File: config.mk
export PLATFORM = sky130hd
export DESIGN_NAME = axi_ad9364_pattern_gen
export DESIGN_NICKNAME = d
export VERILOG_FILES = /design/src/rtl/axi_ad9364_pattern_pkg.sv /design/src/rtl/axi_ad9364_lfsr16.sv /design/src/rtl/axi_ad9364_pattern_gen.sv
export SDC_FILE = /design/constraint.sdc
export NUM_CORES = 1
export LEC_CHECK = 0
export BUFFER_PORTS_ARGS = -buffer_cell sky130_fd_sc_hd__buf_2
export CAP_MARGIN = 20
export CORE_MARGIN = 4
export CORE_UTILIZATION = 40
export CTS_BUF_LIST = sky130_fd_sc_hd__clkbuf_8 sky130_fd_sc_hd__clkbuf_16
export CTS_CLUSTER_SIZE = 40
export DETAILED_ROUTE_END_ITERATION = 16
export SYNTH_ARGS = -nofsm -noshare
export SYNTH_HDL_FRONTEND = slang
export SYNTH_HIERARCHICAL = 1
export SYNTH_SLANG_ARGS = --single-unit
export TNS_END_PERCENT = 1
File: constraint.sdc
create_clock -name clk -period 4.7 [get_ports clk]
set_clock_uncertainty 0.2 [all_clocks]
set_input_delay 0.94 -clock clk [delete_from_list [all_inputs] [get_ports clk]]
set_output_delay 0.94 -clock clk [all_outputs]
set_load 0.03 [all_outputs]
File: src/rtl/axi_ad9364_pattern_pkg.sv
// ---------------------------------------------------------------------------
// axi_ad9364_pattern_pkg
//
// Shared definitions for the AD9364 DAC test-pattern generator:
//   - pattern mode encodings driven on cfg_mode
//   - generator FSM state encodings
//   - PRBS16 tap mask, default seed and default alternating patterns
//   - latched configuration record and small helper functions
// ---------------------------------------------------------------------------
package axi_ad9364_pattern_pkg;

    // Pattern modes (cfg_mode)
    localparam logic [1:0] MODE_ALT  = 2'd0;
    localparam logic [1:0] MODE_RAMP = 2'd1;
    localparam logic [1:0] MODE_PRBS = 2'd2;
    localparam logic [1:0] MODE_ZERO = 2'd3;

    // Generator FSM states
    localparam logic [1:0] ST_IDLE = 2'd0;
    localparam logic [1:0] ST_RUN  = 2'd1;
    localparam logic [1:0] ST_HOLD = 2'd2;

    // Fibonacci PRBS16 taps: bits 15, 13, 12, 10
    localparam logic [15:0] LFSR_TAPS     = 16'hB400;
    localparam logic [15:0] DEF_LFSR_SEED = 16'hACE1;

    // Default alternating-mode patterns (low DATA_WIDTH bits are used)
    localparam logic [15:0] DEF_PAT_A_I = 16'h0434;
    localparam logic [15:0] DEF_PAT_A_Q = 16'h03EB;
    localparam logic [15:0] DEF_PAT_B_I = 16'h0902;
    localparam logic [15:0] DEF_PAT_B_Q = 16'h02DF;

    // Configuration captured when a run starts
    typedef struct packed {
        logic [1:0]  mode;
        logic        r1_mode;
        logic [3:0]  div;
        logic [15:0] burst_len;
    } pat_cfg_t;

    // One shift-left step of the PRBS16; the feedback enters at bit 0
    function automatic logic [15:0] lfsr16_next(input logic [15:0] l);
        return {l[14:0], ^(l & LFSR_TAPS)};
    endfunction

    // Clocks per valid; a divider of 0 behaves as 1
    function automatic logic [3:0] eff_div(input logic [3:0] div);
        return (div == 4'd0) ? 4'd1 : div;
    endfunction

endpackage

File: src/rtl/axi_ad9364_lfsr16.sv
// ---------------------------------------------------------------------------
// axi_ad9364_lfsr16
//
// 16-bit Fibonacci PRBS register used by the pattern generator.
//   clk      : rising-edge clock
//   rstn     : asynchronous active-low reset, reloads SEED
//   load     : reload SEED (has priority over advance)
//   advance  : step the sequence by one shift
//   value    : current register contents
// ---------------------------------------------------------------------------
module axi_ad9364_lfsr16
    import axi_ad9364_pattern_pkg::*;
#(
    parameter logic [15:0] SEED = DEF_LFSR_SEED
) (
    input  logic        clk,
    input  logic        rstn,
    input  logic        load,
    input  logic        advance,
    output logic [15:0] value
);

    always_ff @(posedge clk or negedge rstn) begin
        if (!rstn) begin
            value <= SEED;
        end else if (load) begin
            value <= SEED;
        end else if (advance) begin
            value <= lfsr16_next(value);
        end
    end

endmodule

File: src/rtl/axi_ad9364_pattern_gen.sv
// ---------------------------------------------------------------------------
// axi_ad9364_pattern_gen
//
// DAC test-pattern source feeding the AD9364 digital interface.
//   clk, rstn          : clock / asynchronous active-low reset
//   cfg_enable         : level run request; a run starts when it is sampled
//                        high in IDLE, and re-arming needs a low phase
//   cfg_mode           : 0 alternating, 1 ramp, 2 PRBS16, 3 zero
//   cfg_r1_mode        : 1 = single channel (channel 2 driven to 0)
//   cfg_valid_div      : clocks per valid (0 behaves as 1)
//   cfg_burst_len      : valids per burst, 0 = continuous
//   dac_valid          : sample strobe
//   dac_data_i1/q1     : channel-1 samples
//   dac_data_i2/q2     : channel-2 samples (inverse of channel 1, or 0)
//   dac_r1_mode        : registered copy of the latched r1 mode
//   running            : generator in RUN
//   done               : one-cycle pulse the cycle after the final valid
//   sample_cnt         : valids issued since the last start (wraps)
// All cfg_* inputs are captured on the starting edge and ignored afterwards.
// ---------------------------------------------------------------------------
module axi_ad9364_pattern_gen
    import axi_ad9364_pattern_pkg::*;
#(
    parameter int          DATA_WIDTH = 12,
    parameter logic [15:0] PAT_A_I    = DEF_PAT_A_I,
    parameter logic [15:0] PAT_A_Q    = DEF_PAT_A_Q,
    parameter logic [15:0] PAT_B_I    = DEF_PAT_B_I,
    parameter logic [15:0] PAT_B_Q    = DEF_PAT_B_Q,
    parameter logic [15:0] LFSR_SEED  = DEF_LFSR_SEED
) (
    input  logic                  clk,
    input  logic                  rstn,
    input  logic                  cfg_enable,
    input  logic [1:0]            cfg_mode,
    input  logic                  cfg_r1_mode,
    input  logic [3:0]            cfg_valid_div,
    input  logic [15:0]           cfg_burst_len,
    output logic                  dac_valid,
    output logic [DATA_WIDTH-1:0] dac_data_i1,
    output logic [DATA_WIDTH-1:0] dac_data_q1,
    output logic [DATA_WIDTH-1:0] dac_data_i2,
    output logic [DATA_WIDTH-1:0] dac_data_q2,
    output logic                  dac_r1_mode,
    output logic                  running,
    output logic                  done,
    output logic [31:0]           sample_cnt
);

    logic [1:0]            state;
    pat_cfg_t              cfg_q;
    logic [3:0]            div_cnt;
    logic [15:0]           burst_cnt;
    logic [DATA_WIDTH-1:0] ramp;
    logic                  phase;        // 0 = pattern A, 1 = pattern B
    logic                  burst_end_q;  // final valid issued last edge

    logic                  start;
    logic                  fire;
    logic                  last;
    logic [15:0]           lfsr_value;

    logic [DATA_WIDTH-1:0] pat_i1;
    logic [DATA_WIDTH-1:0] pat_q1;
    logic [DATA_WIDTH-1:0] pat_i2;
    logic [DATA_WIDTH-1:0] pat_q2;

    // -----------------------------------------------------------------------
    // Control decode
    // -----------------------------------------------------------------------
    always_comb begin
        start = (state == ST_IDLE) && cfg_enable;
        // A dropped enable suppresses the valid on the same edge, so the
        // strobe never appears after the stop request is seen.
        fire  = (state == ST_RUN) && cfg_enable && (div_cnt == 4'd0);
        last  = fire && (cfg_q.burst_len != 16'd0)
                     && (burst_cnt == cfg_q.burst_len - 16'd1);
    end

    axi_ad9364_lfsr16 #(
        .SEED (LFSR_SEED)
    ) u_lfsr (
        .clk     (clk),
        .rstn    (rstn),
        .load    (start),
        .advance (fire),
        .value   (lfsr_value)
    );

    // -----------------------------------------------------------------------
    // Pattern selection for the valid about to be issued
    // -----------------------------------------------------------------------
    always_comb begin
        pat_i1 = '0;
        pat_q1 = '0;
        case (cfg_q.mode)
            MODE_ALT: begin
                pat_i1 = phase ? PAT_B_I[DATA_WIDTH-1:0] : PAT_A_I[DATA_WIDTH-1:0];
                pat_q1 = phase ? PAT_B_Q[DATA_WIDTH-1:0] : PAT_A_Q[DATA_WIDTH-1:0];
            end
            MODE_RAMP: begin
                pat_i1 = ramp;
                pat_q1 = ~ramp;
            end
            MODE_PRBS: begin
                pat_i1 = lfsr_value[DATA_WIDTH-1:0];
                pat_q1 = lfsr_value[15:16-DATA_WIDTH];
            end
            default: begin
                pat_i1 = '0;
                pat_q1 = '0;
            end
        endcase

        if (cfg_q.r1_mode) begin
            pat_i2 = '0;
            pat_q2 = '0;
        end else begin
            pat_i2 = ~pat_i1;
            pat_q2 = ~pat_q1;
        end
    end

    // -----------------------------------------------------------------------
    // FSM, cadence, counters and output registers
    // -----------------------------------------------------------------------
    always_ff @(posedge clk or negedge rstn) begin
        if (!rstn) begin
            state       <= ST_IDLE;
            cfg_q       <= '0;
            div_cnt     <= '0;
            burst_cnt   <= '0;
            ramp        <= '0;
            phase       <= 1'b0;
            burst_end_q <= 1'b0;
            dac_valid   <= 1'b0;
            dac_data_i1 <= '0;
            dac_data_q1 <= '0;
            dac_data_i2 <= '0;
            dac_data_q2 <= '0;
            dac_r1_mode <= 1'b0;
            running     <= 1'b0;
            done        <= 1'b0;
            sample_cnt  <= '0;
        end else begin
            dac_valid   <= fire;
            dac_r1_mode <= cfg_q.r1_mode;
            // done trails the final valid by one cycle, independent of the
            // state, so an enable drop alongside the final valid keeps it.
            burst_end_q <= last;
            done        <= burst_end_q;

            case (state)
                ST_IDLE: begin
                    if (cfg_enable) begin
                        cfg_q.mode      <= cfg_mode;
                        cfg_q.r1_mode   <= cfg_r1_mode;
                        cfg_q.div       <= cfg_valid_div;
                        cfg_q.burst_len <= cfg_burst_len;
                        div_cnt         <= '0;
                        burst_cnt       <= '0;
                        ramp            <= '0;
                        phase           <= 1'b0;
                        sample_cnt      <= '0;
                        running         <= 1'b1;
                        state           <= ST_RUN;
                    end
                end

                ST_RUN: begin
                    if (!cfg_enable) begin
                        running <= 1'b0;
                        state   <= ST_IDLE;
                    end else if (fire) begin
                        dac_data_i1 <= pat_i1;
                        dac_data_q1 <= pat_q1;
                        dac_data_i2 <= pat_i2;
                        dac_data_q2 <= pat_q2;
                        sample_cnt  <= sample_cnt + 32'd1;
                        burst_cnt   <= burst_cnt + 16'd1;
                        ramp        <= ramp + DATA_WIDTH'(1);
                        phase       <= ~phase;
                        div_cnt     <= eff_div(cfg_q.div) - 4'd1;
                        if (last) begin
                            running <= 1'b0;
                            state   <= ST_HOLD;
                        end
                    end else begin
                        div_cnt <= div_cnt - 4'd1;
                    end
                end

                ST_HOLD: begin
                    if (!cfg_enable) begin
                        state <= ST_IDLE;
                    end
                end

                default: begin
                    running <= 1'b0;
                    state   <= ST_IDLE;
                end
            endcase
        end
    end

endmodule
Word-level counts from Yosys, hierarchy flattened
Cells that the tools add are included.
- flip-flop bits (word level): 159
- input port bits: 26
- output and inout bits: 84
- logic and storage cells: 101
- $add $sub $neg: 6
- equal/unequal tests: 11
- mux-type cells: 40
- bitwise gates (word level): 5
- reduce and logical (&&, ||, !) cells: 19
- operator list (kind ; count):
    $mux 32 ; 3
    $mux 16 ; 5
    $mux 12 ; 6
    $pmux 12 s3 ; 2
    $pmux 32 s2 ; 1
    $not 12->12 ; 3
    $add 32x1->32 const B ; 1
    $pmux 16 s2 ; 1
    $pmux 12 s2 ; 1
    $add 16x1->16 const B ; 1
    $eq 16x16->1 ; 1
    $mux 4 ; 4
    $reduce_bool 16->1 ; 1
    $reduce_xor 16->1 ; 1
    $sub 16x1->16 const B ; 1
    $add 12x1->12 const B ; 1
    $reduce_and 4->1 ; 3
    $mux 2 ; 5
    $mux 9 ; 1
    $logic_not 4->1 ; 2
    $ne 2x2->1 const B ; 4
    $pmux 4 s2 ; 1
    $sub 4x1->4 const B ; 2
    $mux 1 ; 7
    12 further kinds ; 23

Logic depth before layout (Yosys ltp)
Gate-level depths: netlist of the first run.
- word-level depth: 9
- mapped depth: 10
- mapped depth without buffers: 8

By module
Netlist of the first run, hierarchy kept.
- by module, submodules not included (module ; instances ; cells an instance ; area an instance (µm²) ; sequential area each (µm²)):
    axi_ad9364_pattern_gen ; 1 ; 730 ; 7064.3 ; 3578.4
    axi_ad9364_lfsr16 ; 1 ; 55 ; 704.4 ; 410.4

Worst setup path after synthesis of the first run
OpenSTA, ideal clock, no wires.
- path kind: input to register
- from: input cfg_enable
- to: register div_cnt[2]
- setup time: 122 ps
- data arrival time: 2750 ps
- required time: 4378 ps
- setup slack: 1629 ps
- stages on the path: 10
- buffers on the path: 2
- cell sequence: nor2b_1 clkbuf_1 nand3_1 inv_1 buf_1 a21oi_1 ha_1 nand3b_1 o21ai_0 a32o_1
- longest elaborated chain between the ends: 5
- elaborated cells between the ends (all ways): 8
- those cells by class: eq/ne (2); mux (3); reduce/logical (3)
- RTL lines (what ; RTL line ; text):
    start, declared ; axi_ad9364_pattern_gen.sv:33 ; input logic cfg_enable,
    $logic_and 1x1->1 (2 in series) ; axi_ad9364_pattern_gen.sv:74 ; fire = (state == ST_RUN) && cfg_enable && (div_cnt == 4'd0);
    via fire ; axi_ad9364_pattern_gen.sv:58 ; logic fire;
    $mux 4 ; axi_ad9364_pattern_gen.sv:173 ; end else if (fire) begin
    $mux 4 ; axi_ad9364_pattern_gen.sv:170 ; if (!cfg_enable) begin
    $pmux 4 s2 ; axi_ad9364_pattern_gen.sv:152 ; case (state)
    end signal, assigned ; axi_ad9364_pattern_gen.sv:182 ; div_cnt <= eff_div(cfg_q.div) - 4'd1;
    end signal, assigned ; axi_ad9364_pattern_gen.sv:188 ; div_cnt <= div_cnt - 4'd1;
    end, declared ; axi_ad9364_pattern_gen.sv:51 ; logic [3:0] div_cnt;
The timed path passes the listed nets, and every way through them passes these cells. The select of a mux whose other input is x is not followed.
A chain may end at the register's enable or synchronous reset.

Worst setup path after layout of the first run
- from: register div_cnt[1]
- to: register sample_cnt[31]
- longest elaborated chain between the ends: 4
- RTL lines (what ; RTL line ; text):
    $logic_not 4->1 ; axi_ad9364_pattern_gen.sv:74 ;
    $logic_and 1x1->1 ; axi_ad9364_pattern_gen.sv:74 ;
    $ne 2x2->1 (no line) ; n/a ;
    $reduce_and 4->1 (no line) ; n/a ;
    end signal, assigned ; axi_ad9364_pattern_gen.sv:178 ; sample_cnt <= sample_cnt + 32'd1;
    end, declared ; axi_ad9364_pattern_gen.sv:46 ; output logic [31:0] sample_cnt
No other way between the ends.

==> results.toml, run 1 <==
[outcome]
outcome = "finished, final reports clean"

[cells_and_area]
antenna_cells = 0
drive_gt1_share_pct = 21.64
fin_nets = 911
stdcell_count = 1152
seq_area_mm2 = 0.003989
fillers = 1842
finalInstanceArea_mm2 = 0.009119
area_delta_synth_final_pct = 17.38
multi_input_area_mm2 = 0.003542

[clocking]
cts_setup_buffers = 0
cts_tree = "built"
clkSinkCount = 159
clock-root-buffer = "clkbuf_16"
clock_latency_ps = 430
cts_resized = 0
htreeDepth = 4
cts_made_buffers = 17
postCtsHoldBufs = 0
clk_pin_slew_worst_paths_ps = 70
cts_max_path_buffers = 2

[power_and_ir_drop]
p_total_w = 0.004574
combPwrFrac_pct = 28.0
swShare_pct = 37.39
switching_power_w = 0.001710
internal-power_w = 0.002863
leakage_nw = 4.134
p_per_area_mw_per_mm2 = 501.6
seqPwrFrac_pct = 42.3
vdd_ir_drop_max_mv = 0.2888
clkPwrFrac_pct = 29.7

[sta]
fin_crit_sh_pct = 64.70
hold_viol = 0
hold-worst-slack_ps = 152.2
setup_viol = 0
worst_pin_slew_ps = 972.3
setup_tns_ps = 0
slew_violations = 0
rsz0062_at_grt = "no"
fmax_mhz = 328.9
min_period_ps = 3041
slew_headroom_pct = 35.18

[setup_path]
crit_type = "flop to flop"
r2r_slack_ps = 1660
cp_max_fo = 14
cp.required_ps = 4810
cp-end-kind = "flop"
slowest_delay_ps = 620
worstPathCellList = "o41ai_4 > and2_0 > nand3_1 > nor4_1 > xnor2_1 > nor2_1"
cp-start-kind = "flop"
reg2reg_to = "sample_cnt[31]$_DFFE_PN0P_"
r2r_start = "div_cnt[1]$_DFFE_PN0P_"
cpMaxStageDelayCell = "and2_0"
setup.worst_path.start = "div_cnt[1]$_DFFE_PN0P_"
reg2reg_depth = 6
cp_data_arrival_time_ps = 3150

[flow_run]
maxCapViolCount = 0

[drt]
ant_nets = 0
vias = 5983
drc = 0
drtPass1Iterations = 5
routed_via_density = 5.194
wirelength_um = 18470
drt_iter0_drc = 426
routedWlPerCell_um = 16.03

[logic_synthesis]
synthArstFlopShare_pct = 100.0
synth_area_leaders = "dfrtp_1 (49%), nand2_1 (4.8%), nor2_1 (4.3%), o21ai_0 (3.7%), xor2_1 (3.7%)"
netlist_area_mm2 = 0.007769
syn_inst = 785
synthFlopType = "dfrtp_1"
yosys.area.top_type = "dfrtp_1"
yosysSeqAreaShare_pct = 51.34
yosys_register_bits = 159
synthDistinctLibCells = 66
avgSynthCellArea_um2 = 9.896
synth_enable_flop_cells = 0
syn_nets = 817
yosysWarnings = 6
synth_top_area_share_pct = 48.64

[die]
dieArea_mm2 = 0.02172
pin_count = 110
num_rows = 50
coreArea_mm2 = 0.01889
start_util_pct = 41.12
die_h_um = 147.4
die_x_um = 147.4

[global_route]
grt_usage_pct = 17.62
grt_pass1_wl_um = 31390
antenna_found_initial = 0
grt_pass1_vias = 5943
grt_max_degree = 105
grt_overflow = 0

[place]
portBuffers = 109
dp_hpwl_um = 12710
gp_congestion = 0.8590
placed_area_mm2 = 0.008538
dp_cells = 1120

[hold_path]
hold_end = "done$_DFF_PN0_"
min_from = "burst_end_q$_DFF_PN0_"
hp-class = "flop to flop"
holdPathStages = 0
-- critical path: cells and delay by family (launching register included) --
kind | cells | cell delay (ps)
AO/OA/AOI/OAI | 1 | 530
XOR/XNOR | 1 | 160
flip-flops | 1 | 460
AND/OR/NAND/NOR | 4 | 1560
-- power by group through the flow --
| stage | Sequential (W) | Clock (W) | Combinational (W) |
|---|---|---|---|
| final | 0.00194 | 0.00136 | 0.00128 |
| after global routing | 0.00199 | 0.00146 | 0.00141 |
| after CTS | 0.00194 | 0.00140 | 0.00130 |
| after detailed placement | 0.00196 | 0 | 0.00130 |
| after global placement | 0.00196 | 0 | 0.00128 |
| after floorplan | 0.00227 | 0 | 0.000553 |
-- synth_stat cells (all sizes together) (9+ instances only) --
master	number
nor3	17
dfrtp	151
xnor2	31
nand2	99
buf	13
nor2b	9
and3	14
nor2	91
xor2	33
o21ai	59
mux2	22
nand3	23
nand4	20
inv	16
nor4	9
mux2i	16
clkbuf	27
a21oi	24
-- kinds of logic (layout without fill, tap and decap cells) --
group           count (synthesis)  in the layout  share of synthesized area [%]
simple gates                  324            324                          20.31
flops                         159            159                          51.34
compound gates                138            138                          11.50
xor+xnor                       64             64                          7.409
buf+inv                        56            163                          3.221
mux                            38             38                          5.250
fa+ha+maj                       6              6                         0.9663
-- sequential cells by signal, indices dropped and copies added (netlist names), 4 cells and up --
register,count
dac_data_i2,12
sample_cnt,32
dac_data_q2,12
u_lfsr/value,16
dac_data_q1,12
burst_cnt,16
div_cnt,4
ramp,12
dac_data_i1,12
cfg_q,23
-- per-stage QoR --
step | util (%) | setup slack (ps)
6_report | 48.26 | 1659
5_1_grt | 48.26 | 1398
4_1_cts | 48.26 | 1652
3_5_place_dp | 45.19 | 1343
3_3_place_gp | 45.19 | 1374
2_1_floorplan | - | 1629
-- per-layer routing --
layer | vias to the layer above | routed length (µm) | global-route usage [%]
met3 | 18 | 767 | 3.362
met4 | 0 | 276 | 5.359
met1 | 2900 | 8756 | 24.79
met5 | - | 0 | 0
li1 | 2931 | - | -
met2 | 134 | 8671 | 27.76
-- placed cells by master (no fill, tap or decap), drive strengths merged, types with 4 or more instances in the layout --
master	count
dfrtp	151
buf	115
nand2	99
nor2	91
o21ai	59
xor2	33
xnor2	31
a21oi	24
nand3	23
mux2	22
inv	22
nand4	20
clkbuf	19
nor3	17
mux2i	16
and3	14
nor2b	9
nor4	9
or3	8
nand3b	8
dfstp	8
o211ai	7
o31ai	7
o21a	7
ha	6
and4	5
nand2b	5
or2	4
o21bai	4
a22oi	4
-- area by class of cell --
| type | instances | share of cell area [%] |
|---|---|---|
| inverter | 16 | 0.6586 |
| clock buffer | 19 | 4.967 |
| sequential | 159 | 43.74 |
| tap | 260 | 3.568 |
| multi-input combinational | 570 | 38.84 |
| timing repair buffer | 115 | 6.819 |
| clock inverter | 13 | 1.400 |
-- worst max-delay path by stage --
stage                                      end  slack, ps  cells past startpoint
floorplan               div_cnt[2]$_DFFE_PN0P_       1630                     10
global placement    sample_cnt[31]$_DFFE_PN0P_       1370                      8
detailed placement  sample_cnt[31]$_DFFE_PN0P_       1340                      8
CTS                 sample_cnt[31]$_DFFE_PN0P_       1650                      6
global route        sample_cnt[28]$_DFFE_PN0P_       1400                      6
finish              sample_cnt[31]$_DFFE_PN0P_       1660                      6
(Power assumes the default switching activity.)
==> inputs of run 2 (changes only) <==
--- a/config.mk
+++ b/config.mk
@@ -5,6 +5,7 @@
 export SDC_FILE = /design/constraint.sdc
 export NUM_CORES = 1
 export LEC_CHECK = 0
+export ABC_AREA = 1
 export BUFFER_PORTS_ARGS = -buffer_cell sky130_fd_sc_hd__buf_2
 export CAP_MARGIN = 20
 export CORE_MARGIN = 4
==> constraint.sdc (replaced) <==
create_clock -name clk -period 2.9 [get_ports clk]
set_clock_uncertainty 0.2 [all_clocks]
set_input_delay 0.58 -clock clk [delete_from_list [all_inputs] [get_ports clk]]
set_output_delay 0.58 -clock clk [all_outputs]
set_load 0.03 [all_outputs]
==> run 2 against run 1 <==
Worst setup slack got worse by 1100 ps. Synthesized area increased by 5.9%. Global-route usage increased by 1.7 points. Combinational power increased by 98%. Final cell count increased by 25%. Total power increased by 76%. Critical path depth increased by 10. Critical endpoint is now running$_DFFE_PN0P_. Largest cell class unchanged.
==> results.toml, run 2 <==
[flow_run]
maxCapViolCount = 0

[setup_path]
r2r_start = "cfg_q[0]$_DFFE_PN0P_"
crit_type = "flop to flop"
cp.required_ps = 2990
cp-start-kind = "flop"
critPathCapture = "running$_DFFE_PN0P_"
setup.worst_path.start = "cfg_q[0]$_DFFE_PN0P_"
reg2reg_depth = 16
r2r_slack_ps = 570
cp_max_fo = 5
cp_data_arrival_time_ps = 2420
cp-end-kind = "flop"
reg2reg_to = "running$_DFFE_PN0P_"

[global_route]
grt_usage_pct = 19.36
antenna_found_initial = 0
grt_overflow = 0
grt_max_degree = 56
grt_pass1_wl_um = 35470
grt_pass1_vias = 6961

[outcome]
outcome = "finished, final reports clean"

[cells_and_area]
antenna_cells = 0
drive_gt1_share_pct = 17.36
largestRegisters = "sample_cnt (32), cfg_q (23)"
fin_nets = 1194
layout_commonest_cell = "nand2_1"
fillers = 2021
largest_reg_flops = 32
area_delta_synth_final_pct = 18.68
multi_input_area_mm2 = 0.003635
top_register = "sample_cnt"
seq_area_mm2 = 0.003989
final_cell_mix = "nand2_1 (319), dfrtp_1 (151), inv_1 (120)"

[die]
dieArea_mm2 = 0.02294
num_rows = 52
coreArea_mm2 = 0.02023
pin_count = 110
die_x_um = 151.4
start_util_pct = 40.68
die_h_um = 151.4

[power_and_ir_drop]
leakage_nw = 4.724
p_per_area_mw_per_mm2 = 822.8
vdd_ir_drop_max_mv = 0.3755

[clocking]
htreeDepth = 4
clock-root-buffer = "clkbuf_16"
cts_tree = "built"
cts_resized = 0
clock_latency_ps = 420
cts_max_path_buffers = 2
clk_pin_slew_worst_paths_ps = 60
cts_made_buffers = 17
clkSinkCount = 159

[logic_synthesis]
synthFlopType = "dfrtp_1"
yosysSeqAreaShare_pct = 48.46
synth_enable_flop_cells = 0
syn_nets = 1083
synth_most_common_cell = "nand2_1"
synthArstFlopShare_pct = 100.0
synthDistinctLibCells = 47
synth_top_area_share_pct = 45.91
avgSynthCellArea_um2 = 7.831
yosys.area.top_type = "dfrtp_1"
netlist_area_mm2 = 0.008230
syn_inst = 1051
yosysWarnings = 6
synth_area_leaders = "dfrtp_1 (46%), nand2_1 (15%), inv_1 (5.5%), o21ai_0 (4.4%), nor2_1 (4.1%)"
netlist_top_cells_count = "nand2_1 (319), dfrtp_1 (151), inv_1 (120)"
yosys_register_bits = 159

[hold_path]
hp-class = "flop to flop"

[sta]
fin_crit_sh_pct = 80.24
hold-worst-slack_ps = 148.9
slew_headroom_pct = 58.24
min_period_ps = 2327
fmax_mhz = 429.8
timing.final.ws_setup_ps = 573.1
setup_tns_ps = 0
setup_viol = 0
rsz0062_at_grt = "no"
hold_viol = 0
slew_violations = 0
worst_pin_slew_ps = 624.0

[place]
portBuffers = 109
place_ws_ps = 516.4
dp_hpwl_um = 15640
gp_congestion = 0.8961

[drt]
routed_via_density = 5.001
drtPass1Iterations = 5
drc = 0
wirelength_um = 21250
drt_iter0_drc = 485
ant_nets = 0
routedWlPerCell_um = 14.71
vias = 7227
## run 2: worst min-delay path by stage
stage,cells after the start,end,from,slack [ps]
6_report,0,done$_DFF_PN0_,burst_end_q$_DFF_PN0_,150
5_1_grt,3,cfg_q[12]$_DFFE_PN0P_,cfg_burst_len[12],150
2_1_floorplan,0,burst_cnt[0]$_DFFE_PN0P_,rstn,80
4_1_cts,3,cfg_q[13]$_DFFE_PN0P_,cfg_burst_len[13],140
3_3_place_gp,0,done$_DFF_PN0_,burst_end_q$_DFF_PN0_,140
3_5_place_dp,0,done$_DFF_PN0_,burst_end_q$_DFF_PN0_,130
## run 2: kinds of logic (layout without fill, tap and decap cells)
family | Yosys count | count (layout) | synth area share, %
fa+ha+maj | 6 | 6 | 0.9121
compound gates | 177 | 177 | 12.86
xor+xnor | 23 | 23 | 2.448
buf+inv | 162 | 286 | 7.464
flops | 159 | 159 | 48.46
simple gates | 524 | 524 | 27.85
## run 2: through the flow
| stage | cell area, µm² | util [%] | total power (W) | instances |
|---|---|---|---|---|
| global placement | 9135 | 45.15 | 0.005700 | 1412 |
| global route | 9768 | 48.27 | 0.008568 | 1445 |
| detailed placement | 9135 | 45.15 | 0.005717 | 1412 |
| finish | 9768 | 48.27 | 0.008037 | 1445 |
| CTS | 9768 | 48.27 | 0.008122 | 1445 |
| floorplan | 8230 | - | 0.004867 | 1051 |
## run 2: cell type report
| cell class | count | area share [%] |
|---|---|---|
| Multi-Input combinational cell | 730 | 37.21 |
| Sequential cell | 159 | 40.84 |
| Timing Repair Buffer | 120 | 6.904 |
| Tap cell | 270 | 3.458 |
| Clock inverter | 15 | 2.024 |
| Inverter | 134 | 5.213 |
| Clock buffer | 17 | 4.355 |
## run 2: timing repair
item,in CTS,in global routing
setup endpoints to repair,0,0
hold endpoints to repair,49,0
hold buffers,1,0
setup buffers,0,0
## run 2: routing by layer
metal / vias up / share of wire [%] / global-route usage [%]
met4: 0 / 1.3 / 5.213
met3: 17 / 4.5 / 3.291
met2: 170 / 45 / 29.05
li1: 3639 / - / -
met1: 3401 / 50 / 28.90
met5: - / 0 / 0
## run 2: report_power, final
part,switching [W],internal (W),total [W]
clock network,0.000988,0.00138,0.00237
logic,0.00177,0.000766,0.00253
registers,0.000404,0.00273,0.00313
## run 2: critical path: stages, from the launching register on
cell and delay (ps):
dfrtp_1 390, inv_1 130, ha_1 280, nand2_1 70
inv_1 40, nor2_1 130, nand2_1 70, nor2_1 160
nand3_1 90, nor2_1 100, nand2_1 60, nor2_1 80
nand3_1 110, nand2_1 100, nand3_1 80, nand2_1 60
nand2_1 40
